## src/rtl/spi_master_fifo.sv

```systemverilog
// SPI master with a bus-programmed TX FIFO, carrying a per-frame data/command bit for LCD controllers.
// Register map: 0x00 TXDATA/RXDATA, 0x04 CTRL, 0x08 STATUS.
module spi_master_fifo #(
    parameter int DATA_W     = 8,
    parameter int FIFO_DEPTH = 8,
    parameter int DIV_WIDTH  = 8
) (
    input  logic        clk,
    input  logic        reset_n,
    input  logic [31:0] address_in,
    input  logic        sel_in,
    input  logic        read_in,
    input  logic [3:0]  write_mask_in,
    input  logic [31:0] write_value_in,
    output logic [31:0] read_value_out,
    output logic        ready_out,
    output logic        spi_clk,
    output logic        spi_mosi,
    input  logic        spi_miso,
    output logic        spi_cs_n,
    output logic        lcd_dc
);

    localparam int AW = $clog2(FIFO_DEPTH);
    localparam int BW = $clog2(DATA_W);

    typedef enum logic [2:0] {IDLE, LEAD, SHIFT_A, SHIFT_B, TRAIL} state_t;

    state_t                state, state_nx;
    logic [DATA_W:0]       mem [FIFO_DEPTH];
    logic [AW:0]           wr_ptr, rd_ptr, level;
    logic                  empty, full, busy, push, pop, ovf, ovf_evt;
    logic                  tx_wr, ctrl_wr, stat_rd, tick, last_bit, enter_a, enter_b;
    logic [DIV_WIDTH-1:0]  div, cnt;
    logic                  cpol, cpha;
    logic [BW-1:0]         bit_cnt;
    logic [DATA_W-1:0]     sh, rx_sh, rxdata;
    logic [31:0]           ctrl_rd, stat_rd_val;
    logic                  unused_bits;

    assign unused_bits = ^{address_in, write_value_in};
    assign ready_out   = sel_in;

    assign tx_wr   = sel_in && (|write_mask_in) && address_in[7:0] == 8'h00;
    assign ctrl_wr = sel_in && (|write_mask_in) && address_in[7:0] == 8'h04 && !busy;
    assign stat_rd = sel_in && read_in && address_in[7:0] == 8'h08;

    assign level   = wr_ptr - rd_ptr;
    assign empty   = (level == '0);
    assign full    = (level == FIFO_DEPTH[AW:0]);
    // A pop in the same cycle frees the slot, so a push into a full FIFO still lands.
    assign push    = tx_wr && (!full || pop);
    assign ovf_evt = tx_wr && full && !pop;
    assign busy    = (state != IDLE) || !empty;

    assign tick     = (cnt == div);
    assign last_bit = (bit_cnt == BW'(DATA_W - 1));
    assign enter_a  = tick && (state == LEAD || (state == SHIFT_B && !last_bit));
    assign enter_b  = tick && state == SHIFT_A;

    always_ff @(posedge clk) begin
        if (push) mem[wr_ptr[AW-1:0]] <= {write_value_in[16], write_value_in[DATA_W-1:0]};
    end

    always_ff @(posedge clk or negedge reset_n) begin
        if (!reset_n) state <= IDLE;
        else          state <= state_nx;
    end

    always_comb begin
        state_nx = state;
        pop      = 1'b0;
        case (state)
            IDLE:    if (!empty) begin state_nx = LEAD; pop = 1'b1; end
            LEAD:    if (tick) state_nx = SHIFT_A;
            SHIFT_A: if (tick) state_nx = SHIFT_B;
            SHIFT_B: if (tick) state_nx = last_bit ? TRAIL : SHIFT_A;
            TRAIL:   if (tick) begin
                         if (!empty) begin state_nx = LEAD; pop = 1'b1; end
                         else state_nx = IDLE;
                     end
            default: state_nx = IDLE;
        endcase
    end

    always_comb begin
        spi_clk  = (state == SHIFT_A) ? ~cpol : cpol;
        spi_cs_n = (state == IDLE);
        spi_mosi = (state == IDLE) ? 1'b0 : sh[DATA_W-1];
    end

    always_ff @(posedge clk or negedge reset_n) begin
        if (!reset_n) begin
            wr_ptr  <= '0;
            rd_ptr  <= '0;
            ovf     <= 1'b0;
            div     <= '0;
            cpol    <= 1'b0;
            cpha    <= 1'b0;
            cnt     <= '0;
            bit_cnt <= '0;
            sh      <= '0;
            rx_sh   <= '0;
            rxdata  <= '0;
            lcd_dc  <= 1'b0;
        end else begin
            if (push) wr_ptr <= wr_ptr + 1'b1;
            if (pop)  rd_ptr <= rd_ptr + 1'b1;
            // Overflow in the read cycle wins over the read-to-clear.
            ovf <= (ovf && !stat_rd) || ovf_evt;
            if (ctrl_wr) begin
                div  <= write_value_in[DIV_WIDTH-1:0];
                cpol <= write_value_in[16];
                cpha <= write_value_in[17];
            end
            if (state_nx != state || state == IDLE) cnt <= '0;
            else                                    cnt <= cnt + 1'b1;
            if (pop) begin
                {lcd_dc, sh} <= mem[rd_ptr[AW-1:0]];
                bit_cnt      <= '0;
            end else begin
                if (state == SHIFT_B && tick) bit_cnt <= bit_cnt + 1'b1;
                if ((enter_a && !cpha) || (enter_b && cpha))
                    rx_sh <= {rx_sh[DATA_W-2:0], spi_miso};
                // With cpha=1 the MSB is already on MOSI for the first leading edge.
                if ((enter_b && !cpha) || (enter_a && cpha && state == SHIFT_B))
                    sh <= {sh[DATA_W-2:0], 1'b0};
            end
            if (state == TRAIL && tick) rxdata <= rx_sh;
        end
    end

    always_comb begin
        ctrl_rd                  = '0;
        ctrl_rd[DIV_WIDTH-1:0]   = div;
        ctrl_rd[16]              = cpol;
        ctrl_rd[17]              = cpha;
        stat_rd_val              = '0;
        stat_rd_val[15:8]        = 8'(level);
        stat_rd_val[3:0]         = {ovf, full, empty, busy};
        case (address_in[7:0])
            8'h00:   read_value_out = 32'(rxdata);
            8'h04:   read_value_out = ctrl_rd;
            8'h08:   read_value_out = stat_rd_val;
            default: read_value_out = '0;
        endcase
    end

endmodule

```

## config.mk

```make
export PLATFORM = sky130hd
export DESIGN_NAME = spi_master_fifo
export DESIGN_NICKNAME = d
export VERILOG_FILES = /design/src/rtl/spi_master_fifo.sv
export SDC_FILE = /design/constraint.sdc
export NUM_CORES = 1
export LEC_CHECK = 0
export CAP_MARGIN = 20
export CORE_ASPECT_RATIO = 0.9
export CORE_MARGIN = 1.5
export CORE_UTILIZATION = 54
export CTS_BUF_LIST = sky130_fd_sc_hd__clkbuf_8
export DETAILED_ROUTE_END_ITERATION = 8
export PLACE_DENSITY = 0.83
export SLEW_MARGIN = 20
export SYNTH_ARGS = -nofsm -noshare
export SYNTH_HDL_FRONTEND = slang
export SYNTH_SLANG_ARGS = --single-unit
```

## constraint.sdc

```tcl
create_clock -name clk -period 3.9 [get_ports clk]
set_input_delay 0.39 -clock clk [delete_from_list [all_inputs] [get_ports clk]]
set_output_delay 0.39 -clock clk [all_outputs]
set_load 0.05 [all_outputs]
```

==> run metrics <==
post-synth cell types 61; Nets 564; register bit total from synthesis 130; H-tree Lvls 4; result of the run finished clean; hold_buf cts 1; post-CTS sizing 0; Buffers on Ports 45; area growth from synthesis to layout 17.4%; Synth area leaders edfxtp_1, dfrtp_1, mux4_2, mux2_2, mux2i_1; maximum root-to-sink buffer count 2; largest net degree at the start of global routing 38; Req. time, crit path 3.51 ns; final instance area 7060 um^2; Synth Warn # 0; die height 103 um; register area 3610 um^2; first-pass GRT wire length 19.9 mm; fill count 766; asr flop ratio synth 44.6%; Power Dens Cells 599 nW/um^2; Worst Hold Class input port to async pin; Cell Rows 36; Core Area 10900 um^2; IO Pins 110; layout cell share with drive strength beyond 1 23.2%; routed via count 3698; # clock sinks 130; Antenna Cells 0; Setup CP Type flop to output port; DR WL/cell 19.6 um; post-synthesis sequential area ratio 60.1%; DR vias/cell 5.72; Antenna Nets Post-Route 0; Slew Limit Headroom 31.9%; crit end category output port; fin. max-slew vios 0; maxcap violations 0; ys flop type edfxtp_1; leading area contributor after synthesis edfxtp_1; Mapped Cells 420; postcts setup bufs 0; Hold Slack 0.449 ns; cell with the most instances after synthesis edfxtp_1; total track usage 23.3%; initial antenna violation count 0; RSZ-0062 raised after global routing no; crit share post-route 94.6%; Setup crit start kind flop; Crit Path Max Fanout 8; Horiz. Die Dim 114 um; Leak 2.72 nW; Tmin final 3.69 ns; Worst Tran Pin Value 1.02 ns; Data arrival, critical path 3.30 ns; CTS Root Cell clkbuf_8; drt drc 0; mapped cell area 6010 um^2; die area 11800 um^2; Area after DPL 6650 um^2; Final setup viols 0; commonest cells in the netlist edfxtp_1, dfrtp_1, mux2_2; overflow left after global routing 0; Final Hold Fails 0; wirelength, routed 12.7 mm; setup TNS 0 ns; Setup Skew 0.0107 ns; Worst-Skew Late Latency 0.43 ns; fmax 271 MHz; Initial Util 55.4%; Peak VDD IR 0.248 mV; initial DRC count 301; first-pass iteration count of the detailed router 5; Synth Area per Inst 14.3 um^2; GPL Wtd Cong 0.921; Reg clk slew, reported paths 0.08 ns; Synth top area share 36.0%; number of buffers created by CTS 17; CTS tree done; footprint of the multi-input gates 2240 um^2; vias in the first global route 3739; hpwl dp 8.68 mm; number of synthesized flops with an enable pin 72
==> area by class of cell <==
| type | count | share of cell area [%] |
|---|---|---|
| well taps | 152 | 2.70 |
| clock inverters | 13 | 1.90 |
| flip-flops and latches | 130 | 51.2 |
| multi-input cells | 266 | 31.8 |
| clock buffers | 19 | 3.71 |
| inverters | 7 | 0.372 |
| repair buffers | 60 | 8.37 |
==> through the flow <==
| stage | util [%] | power, W | std cells | setup slack, ns |
|---|---|---|---|---|
| floorplan | - | 0.00278 | 437 | 0.0708 |
| global placement | 61.3 | 0.00307 | 614 | 0.562 |
| detailed placement | 61.3 | 0.00313 | 614 | 0.474 |
| CTS | 65.0 | 0.00425 | 647 | 0.196 |
| global route | 65.0 | 0.00444 | 647 | 0.0668 |
| finish | 65.0 | 0.00423 | 647 | 0.212 |
==> critical path, stage by stage (launching register included) <==
cell and delay [ns]:
dfrtp_1 0.48, inv_1 0.15, ha_1 0.19, inv_1 0.06, fa_1 0.37, xnor2_1 0.20, and3b_1 0.26, a21bo_2 0.30
or3b_2 0.47, a21oi_1 0.23, buf_12 0.18
==> final timing paths <==
kind                                            start                endpoint  slack (ns)  cells after the start
worst max-delay path            wr_ptr[0]$_DFFE_PN0P_       read_value_out[2]        0.21                     10
worst min-delay path                          reset_n  bit_cnt[0]$_DFFE_PN0P_        0.45                      2
worst max register to register  wr_ptr[0]$_DFFE_PN0P_     mem[7][3]$_DFFE_PP_        0.57                      9
worst min register to register  rd_ptr[3]$_DFFE_PN0N_   rd_ptr[3]$_DFFE_PN0N_        0.49                      1
max in group asynchronous                     reset_n    rx_sh[4]$_DFFE_PN0P_        2.58                      3
min in group clk                rd_ptr[3]$_DFFE_PN0N_   rd_ptr[3]$_DFFE_PN0N_        0.49                      1
==> cells in the final DEF (no fill, tap or decap), types with 3 or more instances in the layout <==
cell and instances:
clkinv_1 3, and3_1 6, o221a_2 3, clkinv_4 3, edfxtp_1 72, a21oi_1 11
nor3_1 13, mux4_2 18, o21ai_0 6, nor2_1 23, nand2_1 20, nand3_1 10
mux2i_1 19, nor4_1 4, clkdlybuf4s50_1 41, inv_1 5, nand4_1 8, clkinv_2 4
mux2_2 27, ha_1 8, and4_1 4, dfrtp_1 58, xnor2_1 16, buf_12 3
buf_4 14, xor2_1 8, nand3b_1 3, clkbuf_8 19, conb_1 18
==> flip-flops by register name, summed over array words and instances, names as in the netlist <==
register and count:
mem 72, cnt 8, div 8, rx_sh 8
rxdata 8, sh 8, rd_ptr 4, wr_ptr 4
bit_cnt 3, state 3, cpha 1, cpol 1
lcd_dc 1, ovf 1
==> metal layers <==
layer,global-route usage (%),wire length (um),vias up
li1,-,-,1685
met1,30.7,5370,1840
met2,37.5,6240,155
met3,5.58,891,18
met4,10.2,179,0
met5,0,0,-
==> power by group <==
group | switching, W | total (W) | internal, W
combinational | 0.000766 | 0.00138 | 0.000618
clock | 0.000521 | 0.00112 | 0.000599
sequential | 0.000127 | 0.00172 | 0.00160
==> cells by family after synthesis <==
| group | share of synthesized area (%) |
|---|---|
| other | 0.0624 |
| xor gates and xnor gates | 3.50 |
| and+or+nand+nor | 10.4 |
| DFF | 60.1 |
| buffers and inverters | 3.91 |
| adders and majority gates | 2.00 |
| muxes | 15.5 |
| AOI/OAI and AO/OA | 4.56 |
Power figures use the tool's default switching activity.
